## config.mk

```make
export PLATFORM = sky130hd
export DESIGN_NAME = hex_display_mux_flat
export DESIGN_NICKNAME = d
export VERILOG_FILES = /design/src/rtl/hex_display_mux_if.sv /design/src/rtl/hex_display_mux.sv /design/src/flat_wrapper.sv
export SDC_FILE = /design/constraint.sdc
export NUM_CORES = 1
export LEC_CHECK = 0
export BUFFER_PORTS_ARGS = -buffer_cell sky130_fd_sc_hd__buf_2
export CORE_ASPECT_RATIO = 0.75
export CORE_MARGIN = 5
export CORE_UTILIZATION = 45
export CTS_BUF_LIST = sky130_fd_sc_hd__clkbuf_8 sky130_fd_sc_hd__clkbuf_16
export CTS_CLUSTER_SIZE = 10
export DETAILED_ROUTE_END_ITERATION = 16
export GPL_TIMING_DRIVEN = 0
export MAX_ROUTING_LAYER = met4
export PLACE_DENSITY = 0.69
export SYNTH_ARGS = -nofsm -noshare
export SYNTH_HDL_FRONTEND = slang
export SYNTH_SLANG_ARGS = --single-unit
```

## constraint.sdc

```tcl
create_clock -name clk -period 2.73 [get_ports clk]
set_input_delay 0.4095 -clock clk [delete_from_list [all_inputs] [get_ports clk]]
set_output_delay 0.4095 -clock clk [all_outputs]
set_load 0.005 [all_outputs]
```

## src/rtl/hex_display_mux_if.sv

```systemverilog
// Host-side bundle for hex_display_mux: capture handshake, display controls
// and the multiplexed segment/digit drive.
interface hex_display_mux_if #(
    parameter int NUM_DIGITS = 4
);
    logic                    load;
    logic [4*NUM_DIGITS-1:0] value;
    logic                    blank_lz;
    logic [NUM_DIGITS-1:0]   blink_mask;
    logic [6:0]              seg;
    logic [NUM_DIGITS-1:0]   dig_en;
    logic                    ready;
    logic                    frame;

    modport master (
        output load, value, blank_lz, blink_mask,
        input  seg, dig_en, ready, frame
    );

    modport slave (
        input  load, value, blank_lz, blink_mask,
        output seg, dig_en, ready, frame
    );
endinterface

```

## src/rtl/hex_display_mux.sv

```systemverilog
// Time-multiplexed hex display driver with frame-synchronous shadow loading.
// Optional blinking is built only when HEX_DISPLAY_MUX_BLINK_EN is defined.
module hex_display_mux #(
    parameter int NUM_DIGITS   = 4,
    parameter int SCAN_DIV     = 50000,
    parameter int BLINK_FRAMES = 64
) (
    input  logic               clk,
    input  logic               reset,
    hex_display_mux_if.slave   bus
);
    localparam int IDX_W = (NUM_DIGITS > 1) ? $clog2(NUM_DIGITS) : 1;
    localparam int CNT_W = $clog2(SCAN_DIV);
    localparam logic [IDX_W-1:0] LAST_IDX = IDX_W'(NUM_DIGITS - 1);
    localparam logic [CNT_W-1:0] LAST_CNT = CNT_W'(SCAN_DIV - 1);

    logic [CNT_W-1:0]        scan_cnt;
    logic [IDX_W-1:0]        index;
    logic [4*NUM_DIGITS-1:0] display;
    logic [4*NUM_DIGITS-1:0] shadow;
    logic                    pending;
    logic                    frame_q;
    logic [6:0]              seg_q;
    logic [NUM_DIGITS-1:0]   dig_en_q;
    logic                    tick;
    logic                    boundary;
    logic [3:0]              cur_nibble;
    logic                    cur_lz;
    logic [NUM_DIGITS-1:0]   dig_next;
    logic                    lz_above;
    logic                    blink_hit;

    function automatic logic [6:0] hex_to_seg(input logic [3:0] nib);
        case (nib)
            4'h0: hex_to_seg = 7'h40;
            4'h1: hex_to_seg = 7'h79;
            4'h2: hex_to_seg = 7'h24;
            4'h3: hex_to_seg = 7'h30;
            4'h4: hex_to_seg = 7'h19;
            4'h5: hex_to_seg = 7'h12;
            4'h6: hex_to_seg = 7'h02;
            4'h7: hex_to_seg = 7'h78;
            4'h8: hex_to_seg = 7'h00;
            4'h9: hex_to_seg = 7'h18;
            4'hA: hex_to_seg = 7'h08;
            4'hB: hex_to_seg = 7'h03;
            4'hC: hex_to_seg = 7'h46;
            4'hD: hex_to_seg = 7'h21;
            4'hE: hex_to_seg = 7'h06;
            default: hex_to_seg = 7'h0E;
        endcase
    endfunction

    assign tick     = (scan_cnt == LAST_CNT);
    assign boundary = tick && (index == LAST_IDX);

    // NOTE: sequential state uses non-blocking assignments so every register sees pre-edge values.
    always_ff @(posedge clk) begin
        if (reset) begin
            scan_cnt <= '0;
            index    <= '0;
        end else begin
            scan_cnt <= tick ? '0 : scan_cnt + CNT_W'(1);
            if (tick) index <= (index == LAST_IDX) ? '0 : index + IDX_W'(1);
        end
    end

    // Shadow can only be refilled once the previous value reached the display.
    always_ff @(posedge clk) begin
        if (reset) begin
            display <= '0;
            shadow  <= '0;
            pending <= 1'b0;
        end else if (boundary && pending) begin
            display <= shadow;
            pending <= 1'b0;
        end else if (bus.load && !pending) begin
            shadow  <= bus.value;
            pending <= 1'b1;
        end
    end

    always_ff @(posedge clk) begin
        if (reset) frame_q <= 1'b0;
        else       frame_q <= boundary;
    end

`ifdef HEX_DISPLAY_MUX_BLINK_EN
    localparam int BL_W = (BLINK_FRAMES > 1) ? $clog2(BLINK_FRAMES) : 1;
    localparam logic [BL_W-1:0] LAST_BL = BL_W'(BLINK_FRAMES - 1);

    logic [BL_W-1:0] blink_cnt;
    logic            blink_off;
    logic            cur_mask;

    always_ff @(posedge clk) begin
        if (reset) begin
            blink_cnt <= '0;
            blink_off <= 1'b0;
        end else if (boundary) begin
            if (blink_cnt == LAST_BL) begin
                blink_cnt <= '0;
                blink_off <= ~blink_off;
            end else begin
                blink_cnt <= blink_cnt + BL_W'(1);
            end
        end
    end

    always_comb begin
        cur_mask = 1'b0;
        for (int k = 0; k < NUM_DIGITS; k++) begin
            if (index == IDX_W'(k)) cur_mask = bus.blink_mask[k];
        end
    end

    assign blink_hit = blink_off && cur_mask;
`else
    logic unused_blink_mask;
    assign unused_blink_mask = ^bus.blink_mask;
    assign blink_hit         = 1'b0;
`endif

    // Walk from the top digit down so lz_above means "this and all higher digits are zero".
    // NOTE: every always_comb output gets a default first so no path can infer a latch.
    always_comb begin
        cur_nibble = '0;
        cur_lz     = 1'b0;
        dig_next   = '1;
        lz_above   = 1'b1;
        for (int k = NUM_DIGITS - 1; k >= 0; k--) begin
            lz_above = lz_above && (display[4*k +: 4] == 4'h0);
            if (index == IDX_W'(k)) begin
                cur_nibble  = display[4*k +: 4];
                cur_lz      = lz_above && (k != 0);
                dig_next[k] = 1'b0;
            end
        end
    end

    always_ff @(posedge clk) begin
        if (reset) begin
            seg_q    <= 7'h7F;
            dig_en_q <= '1;
        end else begin
            seg_q    <= ((bus.blank_lz && cur_lz) || blink_hit) ? 7'h7F : hex_to_seg(cur_nibble);
            dig_en_q <= dig_next;
        end
    end

    assign bus.seg    = seg_q;
    assign bus.dig_en = dig_en_q;
    assign bus.ready  = ~pending;
    assign bus.frame  = frame_q;
endmodule

```

## src/flat_wrapper.sv

```systemverilog
// flat-port wrapper written by rule: the top's interface ports become plain ports
module hex_display_mux_flat 
#(
    parameter int NUM_DIGITS   = 4,
    parameter int SCAN_DIV     = 50000,
    parameter int BLINK_FRAMES = 64
)
  (clk, reset, bus_load, bus_value, bus_blank_lz, bus_blink_mask, bus_seg, bus_dig_en, bus_ready, bus_frame);
  hex_display_mux_if #(.NUM_DIGITS(NUM_DIGITS)) bus_i ();
  input  logic clk;
  input  logic reset;
  input wire logic [$bits(bus_i.load)-1:0] bus_load;
  input wire logic [$bits(bus_i.value)-1:0] bus_value;
  input wire logic [$bits(bus_i.blank_lz)-1:0] bus_blank_lz;
  input wire logic [$bits(bus_i.blink_mask)-1:0] bus_blink_mask;
  output wire logic [$bits(bus_i.seg)-1:0] bus_seg;
  output wire logic [$bits(bus_i.dig_en)-1:0] bus_dig_en;
  output wire logic [$bits(bus_i.ready)-1:0] bus_ready;
  output wire logic [$bits(bus_i.frame)-1:0] bus_frame;
  assign bus_i.load = bus_load;
  assign bus_i.value = bus_value;
  assign bus_i.blank_lz = bus_blank_lz;
  assign bus_i.blink_mask = bus_blink_mask;
  assign bus_seg = bus_i.seg;
  assign bus_dig_en = bus_i.dig_en;
  assign bus_ready = bus_i.ready;
  assign bus_frame = bus_i.frame;
  hex_display_mux #(.NUM_DIGITS(NUM_DIGITS), .SCAN_DIV(SCAN_DIV), .BLINK_FRAMES(BLINK_FRAMES)) u_core (.clk(clk), .reset(reset), .bus(bus_i));
endmodule
```

==> impl_metrics.csv, run 1 <==
group,metric,value,unit
sta,fin_setup_tns,0,ps
worst_setup_path,worst-path-buf-inv,1,
global_routing,first_global_vias,2239,
die,fp.dieArea,7850,sq um
power_and_ir_drop,clockPowerShare,42.9,%
clocking,ctsLongestPathBuffers,2,
detailed_routing,drt-wirelength-per-cell,12.7,um
die,die-width,101,um
yosys,netlist.area_leader.share,45.4,%
global_routing,grtUsageMet1,22.7,%
sta,min_period_over_period,90.4,%
cells_and_area,final_layout_size_suffix_gt1_share,15.0,%
yosys,synth.most_common_cell,"nand2_1",
detailed_routing,antenna_violating_nets_post_route,0,
worst_setup_path,r2r-start,"u_core.index[0]$_SDFFE_PP0P_",
worst_setup_path,critical_path.cell_chain,"ha_1 -> clkbuf_1 -> nand3b_1 -> a21oi_1 -> a211oi_1 -> a21o_1 -> ha_1 -> nor2_1 -> a211oi_1 -> o31ai_1",
yosys,post_synth_num_cell_types,45,
die,rows,24,
power_and_ir_drop,sw_share,21.9,%
power_and_ir_drop,relative_contribution_of_combinational_cells_to_total_power,4.3,%
worst_setup_path,cp.depth,10,
yosys,netlist_area,2780,sq um
yosys,most_used_standard_cells_in_the_synthesized_netlist,"nand2_1 (66), dfxtp_1 (63), a21oi_1 (39), nor2_1 (25), o21ai_0 (20)",
power_and_ir_drop,pwr_density_cell,559,nW/um^2
min_path,hp-class,"in2reg",
yosys,number_of_enable_flip_flop_cells_after_synthesis,0,
sta,max_transition_viols_final,0,
placement,gp_routability_congestion,0.841,
cells_and_area,final_net_count,411,
clocking,clock_tree.root_cell,"clkbuf_8",
clocking,tritoncts.num_buffers,9,
yosys,synth_area_leader_cell,"dfxtp_1",
detailed_routing,wirelength_routed,5.84,mm
yosys,number_of_nets_produced_by_synthesis,368,
outcome,status,"finished, final reports clean",
worst_setup_path,worstPathArrival,2650,ps
worst_setup_path,ff2ff_setup_slack,260,ps
yosys,synth_seq_cells,63,
sta,worst_slew_margin_rel,48.9,%
global_routing,grt_most_used_layer,"met2",
yosys,yosys.area_share.adder,4.96,%
placement,detailed_place_hpwl,4.35,mm
yosys,synth_xor_xnor_area_share,4.10,%
die,initial_standard_cell_utilization_of_the_core,46.9,%
sta,tightestPinTransition,762,ps
global_routing,maximum_number_of_pins_on_one_net_before_global_route_repair,11,
power_and_ir_drop,total_leakage_power,1.25,nW
sta,final_setup_viols,0,
clocking,clock_tree.htree_level_count,3,
global_routing,antenna_found_initial,0,
sta,fin_skew,9.95,ps
yosys,synth_cells,333,
global_routing,globalRouteOverflowTotal,0,
worst_setup_path,worst_r2r_endpoint,"u_core.bus.seg[3]$_SDFF_PP1_",
sta,period_needed,2470,ps
yosys,dominant_combinational_cell_family_by_area_after_synthesis,"simple AND/OR/NAND/NOR gates",
global_routing,wire_length_of_the_first_global_routing_pass,10.3,mm
detailed_routing,initialDrtViolationCount,99,
yosys,synthFlopType,"dfxtp_1",
cells_and_area,final_core_utilization,54.7,%
placement,placed_instances,443,
detailed_routing,via_count,2355,
power_and_ir_drop,power.sequential.fraction,52.8,%
power_and_ir_drop,power.ir.vdd_worst,0.273,mV
sta,rsz0062_at_grt,"no",
detailed_routing,drt_drc_violations_left,0,
worst_setup_path,r2r_depth,10,
worst_setup_path,critical-path-slowest-cell,"dfxtp_1",
worst_setup_path,cell_family_contributing_the_most_delay_on_the_critical_path,"compound AO/OA/AOI/OAI gates",
yosys,yosys.area_share.simple,21.8,%
global_routing,gr-usage-met2,23.5,%
yosys,synth_mux_area_share,0.721,%
yosys,area_fraction_in_compound_gates_after_synthesis,18.4,%
worst_setup_path,largest_fanout_on_the_critical_path,8,
yosys,syn_avg_cell_area,8.33,sq um
detailed_routing,dr.pass1.iters,4,
min_path,timing.hold.worst_path_depth,3,
detailed_routing,post_drt_via_cell_ratio,5.14,
yosys,postSynth.asyncResetShare,0,%
global_routing,grtUsageMet3,5.49,%
min_path,hold_path.startpoint,"bus_value[8]",
worst_setup_path,cp_slowest_stage_delay,400,ps
cells_and_area,n_antenna_cell,0,
global_routing,all_layer_global_routing_usage,16.7,%
die,dieHeight,78.0,um
worst_setup_path,criticalPathCategory,"reg2reg",
clocking,number_of_clock_sinks,63,
worst_setup_path,critical_path_required,2910,ps
placement,io_buffers,32,
clocking,cts.clk_slew.worst_paths,70,ps
power_and_ir_drop,power_switching,396,uW
sta,finalHoldViolCount,0,
die,core_area,5920,sq um
run,cap_viol_max_count,0,
clocking,cts_tree,"yes",
worst_setup_path,critPathCaptureType,"flip-flop",
clocking,insertion_delay,340,ps
yosys,synth-warning-count,0,
die,io_pins,37,
worst_setup_path,critPathLaunchType,"flip-flop",
yosys,ys_top_cells_by_area,"dfxtp_1 (45%), nand2_1 (8.9%), a21oi_1 (7.0%)",
cells_and_area,finalNonFillerCells,458,
cells_and_area,area_delta_synth_final,16.5,%
power_and_ir_drop,design_internal_power,1.41,mW
yosys,synth-seq-area-share,45.4,%
min_path,hold_worst_path_end,"u_core.shadow[8]$_SDFFE_PP0P_",
sta,timing.fmax,405,MHz
## power groups by stage
stage	Sequential, mW	Clock, mW	Combinational [mW]
after floorplan	0.973	0	0.0463
after global placement	0.974	0	0.0780
after detailed placement	0.975	0	0.0798
after CTS	0.954	0.798	0.0799
after global routing	0.956	0.841	0.0907
final	0.954	0.775	0.0785
## sequential cells by signal, indices dropped and copies added, names as in the netlist
name               flops
u_core.scan_cnt       16
u_core.index           2
u_core.bus.seg         7
u_core.bus.frame       1
u_core.bus.dig_en      4
u_core.display        16
u_core.pending         1
u_core.shadow         16
## worst min-delay path: cells and delay by family
family | cells | cell delay [ps]
AND/OR/NAND/NOR | 1 | 40
buffers and inverters | 1 | 90
AO/OA/AOI/OAI | 1 | 50
## worst max path at each step
stage,startpoint,to
finish,u_core.index[0]$_SDFFE_PP0P_,u_core.bus.seg[3]$_SDFF_PP1_
global route,u_core.index[0]$_SDFFE_PP0P_,u_core.bus.seg[3]$_SDFF_PP1_
CTS,u_core.index[0]$_SDFFE_PP0P_,u_core.bus.seg[0]$_SDFF_PP1_
detailed placement,u_core.index[0]$_SDFFE_PP0P_,u_core.bus.seg[0]$_SDFF_PP1_
global placement,u_core.index[0]$_SDFFE_PP0P_,u_core.bus.seg[0]$_SDFF_PP1_
floorplan,u_core.index[0]$_SDFFE_PP0P_,u_core.bus.seg[0]$_SDFF_PP1_
## metrics by stage
step / hold slack, ps / setup slack [ps] / power, mW / instance area, sq um
final: 300 / 263 / 1.81 / 3230
after global routing: 291 / 42.7 / 1.89 / 3230
after CTS: 288 / 46.2 / 1.83 / 3220
after detailed placement: 438 / 58.2 / 1.05 / 3030
after global placement: 431 / 118 / 1.05 / 3030
after floorplan: 417 / 416 / 1.02 / 2780
## kinds of logic (layout without fill, tap and decap cells)
logic type | Yosys count | in the layout
buf+inv | 30 | 77
mux | 2 | 2
xor+xnor | 13 | 13
flops | 63 | 63
fa+ha+maj | 11 | 11
simple gates | 129 | 129
compound gates | 85 | 85
## layer usage
metal	share of wire, %	vias up
met5	0	-
met4	1.2	0
met3	5.8	7
met2	42	45
met1	51	1078
li1	-	1225
## layout by cell type, fill, tap and decap left out, drive strengths merged, types with 2 or more instances in the layout
master  Yosys  final
nor2b       3      3
nor2       26     26
or3         4      4
o21ai      20     20
ha         11     11
nor3b       2      2
nor3        4      4
clkinv      0      2
xnor2       6      6
xor2        7      7
nand2      66     66
a221oi      2      2
nand4       3      3
o211ai      5      5
buf         3     37
nand3b      3      3
a21o        2      2
a211oi      8      8
inv        11     13
or4         3      3
nand2b      5      5
dfxtp      63     63
nand3       5      5
mux2i       2      2
a21oi      39     39
clkbuf     16     24
## layout make-up
class,count,area (sq um)
Multi-Input combinational cell,240,1390
Buffer,17,78.8
Timing Repair Buffer,34,175
Sequential cell,63,1260
Clock buffer,10,138
Clock inverter,5,51.3
Tap cell,78,97.6
Fill cell,566,2680
Inverter,11,41.3
## repair_timing
| item | in CTS | in global routing |
|---|---|---|
| endpoints found under the setup margin | 0 | 2 |
| resized for setup | 0 | 3 |
| hold buffers | 0 | 0 |
| buffers inserted | 0 | 2 |
(Power assumes the default switching activity.)
==> inputs of run 2 (changes only) <==
- CORE_UTILIZATION: 45 -> 35
- CTS_CLUSTER_SIZE: 10 -> 12
- PLACE_DENSITY: 0.69 -> 0.57
- clock period: 2.73 -> 2.95 ns (I/O delays scaled with it)
==> impl_metrics.csv, run 2 (same netlist as run 1, synthesis figures left out) <==
group,metric,value,unit
outcome,status,"finished, final reports clean",
sta,tightestPinTransition,724,ps
clocking,cts_tree,"yes",
worst_setup_path,critPathLaunchType,"flip-flop",
placement,io_buffers,32,
worst_setup_path,critPathCaptureType,"flip-flop",
worst_setup_path,r2r-start,"u_core.index[0]$_SDFFE_PP0P_",
global_routing,globalRouteOverflowTotal,0,
clocking,cts_setup_buffers,0,
sta,min_period_over_period,89.2,%
clocking,clock_tree.root_cell,"clkbuf_8",
run,cap_viol_max_count,0,
detailed_routing,detailroute.wirelength.met3,323,um
sta,max_transition_viols_final,0,
cells_and_area,final_net_count,410,
clocking,cts_resized,0,
worst_setup_path,largest_fanout_on_the_critical_path,10,
cells_and_area,layout.cells.most_common_list,"nand2_1 (66), dfxtp_1 (63), a21oi_1 (39)",
power_and_ir_drop,pwr_density_cell,511,nW/um^2
cells_and_area,layout_filler_cell_count,848,
detailed_routing,drt_drc_violations_left,0,
cells_and_area,postLayoutCellArea,3250,sq um
sta,rsz0062_at_grt,"no",
clocking,cts.clk_slew.worst_paths,70,ps
worst_setup_path,r2r_depth,10,
sta,period_needed,2630,ps
die,rows,28,
global_routing,wire_length_of_the_first_global_routing_pass,10.1,mm
detailed_routing,post_drt_via_cell_ratio,4.84,
sta,fin_skew,8.36,ps
sta,timing.fmax,380,MHz
min_path,hp-class,"in2reg",
die,core_area,7810,sq um
clocking,clock_tree.htree_level_count,3,
cells_and_area,biggestRegsByFlops,"u_core.display (16), u_core.scan_cnt (16), u_core.shadow (16)",
cells_and_area,layout.cells.most_common,"nand2_1",
die,io_pins,37,
worst_setup_path,ff2ff_setup_slack,320,ps
power_and_ir_drop,sw_share,21.3,%
cells_and_area,n_antenna_cell,0,
power_and_ir_drop,relative_contribution_of_combinational_cells_to_total_power,4.4,%
global_routing,antenna_found_initial,0,
sta,worst_slew_margin_rel,51.5,%
global_routing,all_layer_global_routing_usage,13.2,%
detailed_routing,drt-wirelength-per-cell,12.1,um
detailed_routing,via_count,2339,
detailed_routing,routedLengthMet1,3.01,mm
die,initial_standard_cell_utilization_of_the_core,35.5,%
sta,finalHoldViolCount,0,
placement,detailed_place_hpwl,4.43,mm
power_and_ir_drop,power.ir.vdd_worst,0.248,mV
die,die-width,113,um
placement,gp_routability_congestion,0.807,
clocking,ctsLongestPathBuffers,2,
global_routing,first_global_vias,2236,
min_path,hold_path.startpoint,"bus_value[1]",
worst_setup_path,worstPathArrival,2820,ps
clocking,insertion_delay,330,ps
worst_setup_path,critical_path_required,3140,ps
global_routing,maximum_number_of_pins_on_one_net_before_global_route_repair,11,
power_and_ir_drop,clockPowerShare,42.4,%
die,fp.dieArea,9830,sq um
power_and_ir_drop,design_internal_power,1.30,mW
detailed_routing,highest-signal-layer,"met4",
placement,placed_instance_area,3070,sq um
cells_and_area,area_delta_synth_final,17.0,%
min_path,timing.hold.worst_path_depth,3,
detailed_routing,met2_length,2.48,mm
sta,final_setup_viols,0,
power_and_ir_drop,power_switching,354,uW
power_and_ir_drop,power.sequential.fraction,53.3,%
die,dieHeight,87.1,um
worst_setup_path,criticalPathCategory,"reg2reg",
detailed_routing,antenna_violating_nets_post_route,0,
detailed_routing,initialDrtViolationCount,94,
detailed_routing,dr.pass1.iters,4,
clocking,post_cts_hold_buffer_count,0,
clocking,tritoncts.num_buffers,9,
detailed_routing,wirelength_routed,5.84,mm
cells_and_area,final_layout_size_suffix_gt1_share,14.3,%
clocking,number_of_clock_sinks,63,
worst_setup_path,worst_r2r_endpoint,"u_core.bus.seg[0]$_SDFF_PP1_",
power_and_ir_drop,total_leakage_power,1.23,nW
sta,fin_setup_tns,0,ps
min_path,hold_worst_path_end,"u_core.shadow[1]$_SDFFE_PP0P_",
## run 2: worst max-delay path by stage
stage | start | end | slack (ps)
3_3_place_gp | u_core.index[0]$_SDFFE_PP0P_ | u_core.bus.seg[0]$_SDFF_PP1_ | 280
2_1_floorplan | u_core.index[0]$_SDFFE_PP0P_ | u_core.bus.seg[0]$_SDFF_PP1_ | 640
6_report | u_core.index[0]$_SDFFE_PP0P_ | u_core.bus.seg[0]$_SDFF_PP1_ | 320
3_5_place_dp | u_core.index[0]$_SDFFE_PP0P_ | u_core.bus.seg[0]$_SDFF_PP1_ | 260
5_1_grt | u_core.index[0]$_SDFFE_PP0P_ | u_core.bus.seg[0]$_SDFF_PP1_ | 30
4_1_cts | u_core.index[0]$_SDFFE_PP0P_ | u_core.bus.seg[0]$_SDFF_PP1_ | 230
## run 2: area by class of cell
| cell class | count | area, sq um | share of cell area, % |
|---|---|---|---|
| Clock inverter | 4 | 47.5 | 1.46 |
| Sequential cell | 63 | 1260 | 38.8 |
| Multi-Input combinational cell | 240 | 1390 | 42.7 |
| Timing Repair Buffer | 32 | 160 | 4.93 |
| Buffer | 18 | 81.3 | 2.50 |
| Tap cell | 105 | 131 | 4.04 |
| Clock buffer | 10 | 138 | 4.24 |
| Inverter | 11 | 41.3 | 1.27 |
## run 2: stage by stage
| stage | total power [mW] | instances | utilization [%] | setup slack (ps) | hold slack, ps |
|---|---|---|---|---|---|
| after CTS | 1.68 | 484 | 41.6 | 226 | 330 |
| after global routing | 1.73 | 483 | 41.6 | 30.1 | 329 |
| after floorplan | 0.944 | 333 | - | 636 | 417 |
| after global placement | 0.975 | 470 | 39.3 | 283 | 433 |
| final | 1.66 | 483 | 41.6 | 319 | 345 |
| after detailed placement | 0.977 | 470 | 39.3 | 259 | 441 |
## run 2: routing by layer
layer / global-route usage, % / vias to the layer above
met2: 19.3 / 47
li1: - / 1221
met4: 4.59 / 0
met3: 4.38 / 2
met5: - / -
met1: 17.1 / 1069
## run 2: power by group through the flow
stage	Sequential [mW]	Combinational, mW	Clock, mW
after floorplan	0.901	0.0428	0
after global placement	0.902	0.0734	0
after detailed placement	0.902	0.0744	0
after CTS	0.883	0.0746	0.725
after global routing	0.886	0.0848	0.760
final	0.883	0.0726	0.702
## run 2: critical path, cell delays in order (launching register included)
cell	delay (ps)
dfxtp_1	400
ha_1	250
clkbuf_1	360
a21oi_1	110
a211oi_1	300
a21o_1	190
inv_1	90
ha_1	240
or3_1	390
o221ai_1	80
nand2_1	70
